===== src/rtl/pc_sequencer.sv =====
// Fetch-stage PC controller.
// Owns the F-stage PC and picks its next value each cycle. Candidate sources
// are sequential fetch, a D-stage redirect, exception entry and ERET return.
// A redirect that arrives while fetch is stalled is parked in a pending
// register and applied on the first unstalled edge.
module pc_sequencer #(
    parameter logic [31:0] RESET_PC  = 32'h0000_3000,
    parameter logic [31:0] EXC_ENTRY = 32'h0000_4180,
    parameter logic [31:0] PC_LO     = 32'h0000_3000,
    parameter logic [31:0] PC_HI     = 32'h0000_6ffc
) (
    input  logic        clk,
    input  logic        reset_n,
    input  logic        stall,
    input  logic        d_valid,
    input  logic [2:0]  npc_op,
    input  logic        d_jump,
    input  logic [31:0] d_pc,
    input  logic [15:0] imm16,
    input  logic [25:0] imm26,
    input  logic [31:0] d_rs,
    input  logic        exc_req,
    input  logic        eret_req,
    input  logic [31:0] epc,
    output logic [31:0] F_pc,
    output logic        F_valid,
    output logic        F_adel,
    output logic        pend
);

    // Sequencer states: BOOT lasts exactly one edge after reset release,
    // HOLD means a redirect target is parked waiting for the stall to clear.
    localparam logic [1:0] ST_BOOT = 2'd0;
    localparam logic [1:0] ST_RUN  = 2'd1;
    localparam logic [1:0] ST_HOLD = 2'd2;

    localparam logic [2:0] OP_BR  = 3'd1;
    localparam logic [2:0] OP_JAL = 3'd2;
    localparam logic [2:0] OP_JR  = 3'd3;

    // Fetch-address error: misaligned or outside the legal fetch window.
    function automatic logic fetch_addr_err(input logic [31:0] addr);
        fetch_addr_err = (addr[1:0] != 2'b00) || (addr < PC_LO) || (addr > PC_HI);
    endfunction

    logic [1:0]  state_q, state_d;
    logic [31:0] pc_q, pc_d;
    logic        valid_q, valid_d;
    logic        pend_q, pend_d;
    logic [31:0] tgt_q, tgt_d;

    logic        redirect_s;
    logic [31:0] target_s;
    logic [31:0] br_target_s;

    assign br_target_s = d_pc + 32'd4 + {{14{imm16[15]}}, imm16, 2'b00};

    // Decode whether D stage requests a redirect this cycle, and where to.
    always_comb begin
        redirect_s = 1'b0;
        target_s   = 32'h0000_0000;
        if (d_valid) begin
            case (npc_op)
                OP_BR: begin
                    redirect_s = d_jump;
                    target_s   = br_target_s;
                end
                OP_JAL: begin
                    redirect_s = 1'b1;
                    target_s   = {d_pc[31:28], imm26, 2'b00};
                end
                OP_JR: begin
                    redirect_s = 1'b1;
                    target_s   = d_rs;
                end
                default: begin
                    redirect_s = 1'b0;
                    target_s   = 32'h0000_0000;
                end
            endcase
        end else begin
            redirect_s = 1'b0;
            target_s   = 32'h0000_0000;
        end
    end

    // Next-PC selection: exception > ERET > stall > pending > redirect > +4.
    always_comb begin
        state_d = state_q;
        pc_d    = pc_q;
        valid_d = valid_q;
        pend_d  = pend_q;
        tgt_d   = tgt_q;
        case (state_q)
            ST_BOOT: begin
                // First fetch of RESET_PC becomes valid; stall is ignored here.
                valid_d = 1'b1;
                state_d = ST_RUN;
            end
            ST_RUN, ST_HOLD: begin
                if (exc_req) begin
                    pc_d    = EXC_ENTRY;
                    valid_d = 1'b1;
                    pend_d  = 1'b0;
                    tgt_d   = 32'h0000_0000;
                    state_d = ST_RUN;
                end else if (eret_req) begin
                    pc_d    = epc;
                    valid_d = 1'b1;
                    pend_d  = 1'b0;
                    tgt_d   = 32'h0000_0000;
                    state_d = ST_RUN;
                end else if (stall) begin
                    // Only the first redirect seen during a stall is kept.
                    if ((state_q == ST_RUN) && redirect_s) begin
                        tgt_d   = target_s;
                        pend_d  = 1'b1;
                        state_d = ST_HOLD;
                    end else begin
                        tgt_d = tgt_q;
                    end
                end else if (state_q == ST_HOLD) begin
                    pc_d    = tgt_q;
                    pend_d  = 1'b0;
                    tgt_d   = 32'h0000_0000;
                    state_d = ST_RUN;
                end else if (redirect_s) begin
                    pc_d = target_s;
                end else begin
                    pc_d = pc_q + 32'd4;
                end
            end
            default: begin
                // Illegal encoding: restart cleanly from boot.
                state_d = ST_BOOT;
                pc_d    = RESET_PC;
                valid_d = 1'b0;
                pend_d  = 1'b0;
                tgt_d   = 32'h0000_0000;
            end
        endcase
    end

    // Sequencer state registers with asynchronous reset.
    always_ff @(posedge clk or negedge reset_n) begin
        if (!reset_n) begin
            state_q <= ST_BOOT;
            pc_q    <= RESET_PC;
            valid_q <= 1'b0;
            pend_q  <= 1'b0;
            tgt_q   <= 32'h0000_0000;
        end else begin
            state_q <= state_d;
            pc_q    <= pc_d;
            valid_q <= valid_d;
            pend_q  <= pend_d;
            tgt_q   <= tgt_d;
        end
    end

    assign F_pc    = pc_q;
    assign F_valid = valid_q;
    assign pend    = pend_q;
    assign F_adel  = fetch_addr_err(pc_q);

endmodule


===== config.mk =====
export PLATFORM = sky130hd
export DESIGN_NAME = pc_sequencer
export DESIGN_NICKNAME = d
export VERILOG_FILES = /design/src/rtl/pc_sequencer.sv
export SDC_FILE = /design/constraint.sdc
export NUM_CORES = 1
export LEC_CHECK = 0
export ABC_AREA = 1
export BUFFER_PORTS_ARGS = -buffer_cell sky130_fd_sc_hd__buf_2
export CAP_MARGIN = 20
export CORE_MARGIN = 1
export CORE_UTILIZATION = 30
export DETAILED_ROUTE_END_ITERATION = 12
export PLACE_DENSITY = 0.57
export SLEW_MARGIN = 25
export SYNTH_ARGS = -nofsm -noshare
export SYNTH_HDL_FRONTEND = slang
export SYNTH_SLANG_ARGS = --single-unit

===== constraint.sdc =====
create_clock -name clk -period 2.5 [get_ports clk]
set_input_delay 0.625 -clock clk [delete_from_list [all_inputs] [get_ports clk]]
set_output_delay 0.625 -clock clk [all_outputs]
set_load 0.02 [all_outputs]

==> Word level (Yosys, flattened, before mapping) <==
Index checks and enable logic that the tools add are counted.
Widths: inputs -> output; s select.
{ "word_totals": {"regBits": 68, "latchBits": 0, "ramBits": 0, "romBits": 0, "input_bits": 148, "elab_cells": 61, "memories": 0} }
{ "classes": {"addsub": 3, "mul": 0, "n_div": 0, "magnitude_cmp": 2, "n_eq_ne": 9, "shifts": 0, "muxes": 31, "bitwise": 1, "n_reduce_logical": 10} }
{ "op_table": {"columns": ["cell", "count"], "rows": [
  ["$mux 32", 11],
  ["$pmux 32 s2", 2],
  ["$pmux 32 s3", 1],
  ["$add 32x3->32 const B", 2],
  ["$add 32x32->32", 1],
  ["$gt 32x15->1 const B", 1],
  ["$lt 32x14->1 const B", 1],
  ["$mux 2", 5],
  ["$ne 5x5->1 const B", 2],
  ["$mux 1", 8],
  ["$eq 3x2->1 const B", 2],
  ["$pmux 1 s2", 3],
  ["$ne 4x4->1 const B", 1],
  ["$pmux 2 s2", 1],
  ["$reduce_and 2->1", 2],
  ["$reduce_or 2->1", 2],
  ["$eq 3x1->1 const B", 1],
  ["$ne 3x3->1 const B", 1],
  ["$reduce_and 3->1", 1],
  ["$eq 2x1->1 const B", 1],
  ["$eq 2x2->1 const B", 1],
  ["$logic_not 2->1", 1],
  ["$logic_or 1x1->1", 2],
  ["$reduce_bool 2->1", 1],
  ["other kinds (2)", 2]
]} }

==> Depth between registers and ports, before layout <==
{ "depth": {"depth_word": 10, "mapped_depth": 22, "ltp_nobuf": 22} }

==> Worst setup path before layout <==
Ideal clock, no wire load.
{ "synth_timing": {"kind": "input -> register", "start": "in d_pc[3]", "end": "reg pc_q[31] (netlist: F_pc[31])", "arrival_ps": 2468, "setup_slack_ps": -84, "path_stages": 20, "path_buffers": 0, "path_cell_list": "ha_1 > ha_1 > inv_1 > fa_1 > inv_1 > nand3_1 > nand3_1 > nand2_1 > nand2_1 > nand2_1 > nand2_1 > nand2_1 > nand2_1 > nand2_1 > nand3_1 > nand2_1 > nand2_1 > nand2_1 > nand2_1 > nand2_1"} }
{ "synth_via": {"elab_chain_cells": 10} }
{ "synth_rtl": {"columns": ["element", "line_no", "source"], "rows": [
  ["start, declared", "18", "input logic [31:0] d_pc,"],
  ["$add 32x3->32", "56", "assign br_target_s = d_pc + 32'd4 + {{14{imm16[15]}}, imm16, 2'b00};"],
  ["$add 32x32->32", "56", null],
  ["$pmux 32 s3", "63", "case (npc_op)"],
  ["$mux 32", "62", "if (d_valid) begin"],
  ["$mux 32", "127", "end else if (redirect_s) begin"],
  ["$mux 32", "122", "end else if (state_q == ST_HOLD) begin"],
  ["$mux 32", "113", "end else if (stall) begin"],
  ["$mux 32", "107", "end else if (eret_req) begin"],
  ["$mux 32", "101", "if (exc_req) begin"],
  ["$pmux 32 s2", "94", "case (state_q)"],
  ["end signal, assigned", "154", "pc_q <= pc_d;"],
  ["end, declared", "47", "logic [31:0] pc_q, pc_d;"]
]} }
Every way passes these cells. The select of a mux whose other input is x is not followed.
A chain may end at the register's enable or synchronous reset.

==> Worst setup path after layout <==
{ "layout_timing": {"start": "in imm16[15]", "end": "reg pc_q[22] (netlist: F_pc[22])"} }
{ "layout_via": {"elab_chain_cells": 9} }
{ "layout_rtl": {"columns": ["element", "line_no", "source"], "rows": [
  ["start, declared", "19", "input logic [15:0] imm16,"],
  ["$add 32x32->32", "56", null],
  ["$pmux 32 s3", "63", null],
  ["$mux 32", "62", null],
  ["$mux 32", "127", null],
  ["$mux 32", "122", null],
  ["$mux 32", "113", null],
  ["$mux 32", "107", null],
  ["$mux 32", "101", null],
  ["$pmux 32 s2", "94", null]
]} }
Every way passes these cells. The select of a mux whose other input is x is not followed.

==> results.sh <==
export IMPL_synth_cells=1190
export IMPL_period_minus_slack_ns=2.428
export IMPL_clk_pin_slew_ns=0.06
export IMPL_finalClockSkew_ns=0.009195
export IMPL_detailed_place_hpwl_mm=24.53
export IMPL_hold_class="in2async"
export IMPL_die_x_um=159.0
export IMPL_grt_pass1_vias=9095
export IMPL_drv_cap=0
export IMPL_crit_path_frequent_cell="nand2_1"
export IMPL_fin_area_um2=11060
export IMPL_antenna_found_initial=0
export IMPL_cts_sinks=68
export IMPL_core_um2=24250
export IMPL_critical_path_startpoint="imm16[15]"
export IMPL_ys_ff_latch=68
export IMPL_max_freq_mhz=411.8
export IMPL_final_nets=1716
export IMPL_drv_slew=0
export IMPL_antenna_diode_count=0
export IMPL_hold_slack_ns=0.3002
export IMPL_crit_chain="buf_8 > ha_4 > ha_4 > buf_4 > nand2_2 > inv_1 > nand2_1 > nand2_1 > a21oi_2 > buf_4 > nand4_1 > nand3_1 > nand2_2 > nand2_2 > nand2_1 > nand2_1 > nand2_1 > nand2_1 > nand2_1"
export IMPL_fin_cells=1834
export IMPL_fin_setup_tns_ns=0
export IMPL_irDropWorstVdd_v=0.0004297
export IMPL_cts_max_path_buffers=2
export IMPL_track_usage=0.2415
export IMPL_portBuffers=182
export IMPL_drcViolationCount=0
export IMPL_crit_slowest_cell="ha_4"
export IMPL_place_area_um2=9703
export IMPL_outcome="complete, no violations"
export IMPL_seq_area_frac_synth=0.2305
export IMPL_yosysWarnings=0
export IMPL_crit_arrival_ns=2.66
export IMPL_maxSlewHeadroom=0.6466
export IMPL_syn_nets=1401
export IMPL_period_share=0.9714
export IMPL_routed_via_density=5.015
export IMPL_worst_slew_pin_transition_ns=0.5252
export IMPL_synth_area_um2=7393
export IMPL_slowest_delay_ns=0.28
export IMPL_fp_dieArea_um2=25280
export IMPL_root_buffer="clkbuf_16"
export IMPL_die_h_um=159.0
export IMPL_drive_gt1_frac=0.3530
export IMPL_cts_made_buffers=9
export IMPL_wl_per_cell_um=16.81
export IMPL_fin_total_pwr_mw=6.714
export IMPL_setup_violations=0
export IMPL_ff2ff_path_depth=12
export IMPL_power_density_nw_per_um2=606.9
export IMPL_syn_avg_cell_area_um2=6.213
export IMPL_cp_start_kind="input port"
export IMPL_cts_max_level=3
export IMPL_rsz0062_at_grt="true"
export IMPL_placed_cells=1810
export IMPL_crit_type="in2reg"
export IMPL_crit_end="F_pc[22]"
export IMPL_yosysUniqueCellTypes=49
export IMPL_fin_ws_ns=0.07154
export IMPL_tritoncts="yes"
export IMPL_synthToLayoutAreaGrowth_pct=49.64
export IMPL_initial_core_util=0.3049
export IMPL_drt_first_pass_iters=5
export IMPL_pre_cts_ws_ns=-0.5824
export IMPL_ant_nets=0
export IMPL_place_gp_congestion=0.9660
export IMPL_r2r_start="F_pc[9]"
export IMPL_grt_pass1_wl_mm=47.84
export IMPL_crit_path_end_kind="flip-flop"
export IMPL_io_pins=183
export IMPL_worstSkewPairLatency_ns=0.34
export IMPL_finalHoldViolations=0
export IMPL_critPathRequiredTime_ns=2.73
export IMPL_grt_max_degree=69
export IMPL_drtIter0Drc=633
export IMPL_cp_max_fo=9
export IMPL_num_vias=9198
export IMPL_r2r_end="F_pc[22]"
export IMPL_grt_overflow=0
export IMPL_leakage_nw=5.583
export IMPL_rrSetupSlack_ns=0.25
export IMPL_postRouteWirelength_mm=30.83
export IMPL_fp_row_count=57
export IMPL_final_util=0.4562
sequential cells by signal, summed over array words and instances (netlist names):
register	flops
F_pc	32
F_valid	1
pend	1
state_q	2
tgt_q	32
routing by layer:
metal,vias to the layer above,track usage,share of wire
li1,4568,-,-
met1,4304,0.3207,0.46
met2,280,0.4039,0.47
met3,46,0.03048,0.044
met4,0,0.08129,0.026
met5,-,0,0
layout by cell type, fill, tap and decap left out, drive strengths merged, types with 3 or more instances in the layout:
cell / instances
clkbuf: 11
nand4: 25
o21ai: 61
a21o: 7
nand2: 380
or2: 5
inv: 154
buf: 337
dfrtp: 66
a22o: 9
o21bai: 7
a31oi: 4
a21oi: 67
clkinvlp: 3
nor3: 23
ha: 62
o211ai: 10
nor2: 120
nor4: 9
o22ai: 9
a22oi: 31
xor2: 13
nand3b: 9
nand3: 73
synth_stat cells, drive strengths merged:
library cell,number,area share
nand2,380,0.19
inv,153,0.078
nor2,120,0.063
nand3,73,0.050
a21oi,67,0.045
dfrtp,66,0.22
ha,62,0.10
o21ai,61,0.043
a22oi,31,0.031
clkbuf,25,0.013
nand4,25,0.021
nor3,23,0.018
xor2,13,0.015
o211ai,10,0.010
a22o,9,0.011
nand3b,9,0.0091
nor4,9,0.0076
o22ai,9,0.012
buf,8,0.0073
a21o,7,0.0071
o21bai,7,0.0071
or2,5,0.0042
a31oi,4,0.0034
dfstp,2,0.0071
o221ai,2,0.0024
a211oi,1,0.0010
a221oi,1,0.0012
and2,1,0.00085
clkinv,1,0.00051
fa,1,0.0027
nor3b,1,0.0010
nor4b,1,0.0012
o2111ai,1,0.0012
o21a,1,0.0010
xnor2,1,0.0012
kinds of logic after synthesis:
group,Yosys count,share of synthesized area
AOI/OAI and AO/OA,211,0.1772
xor gates and xnor gates,14,0.01659
adders and majority gates,63,0.1076
buffers and inverters,187,0.09815
DFF,68,0.2305
and+or+nand+nor,647,0.3699
critical path, delay by kind of cell:
kind            cells  cell delay, ns
buf+inv             4            0.50
fa+ha+maj           2            0.47
compound gates      1            0.20
simple gates       12            0.89
how the worst min path moves through the flow:
stage          cells past startpoint        end      start  slack (ns)
2_1_floorplan                      0    F_pc[0]    reset_n        0.33
3_3_place_gp                       2       pend       pend        0.45
3_5_place_dp                       1  tgt_q[16]  tgt_q[16]        0.47
4_1_cts                            2   F_pc[29]    reset_n        0.33
5_1_grt                            2   F_pc[29]    reset_n        0.35
6_report                           2   F_pc[23]    reset_n        0.30
cell type report:
cell class              count  area, um2
fillers                  2629      13190
multi-input cells         935       5967
repair buffers            337       2130
flip-flops and latches     68       1704
inverters                 154      578.1
well taps                 324      405.4
clock buffers              11      242.7
clock inverters             5      36.28
where the power goes:
group / internal (mW) / switching [mW] / total [mW]
clock: 0.701 / 0.530 / 1.23
combinational: 1.50 / 2.36 / 3.85
sequential: 1.34 / 0.289 / 1.63
what timing repair did:
| item | in CTS | in global routing |
|---|---|---|
| endpoints found under the setup margin | 28 | 38 |
| setup buffers | 1 | 7 |
| hold buffers | 0 | 0 |
| pin swaps | 13 | 33 |
| gates resized for setup | 52 | 131 |
No activity file was read; power rests on OpenSTA's default activity.
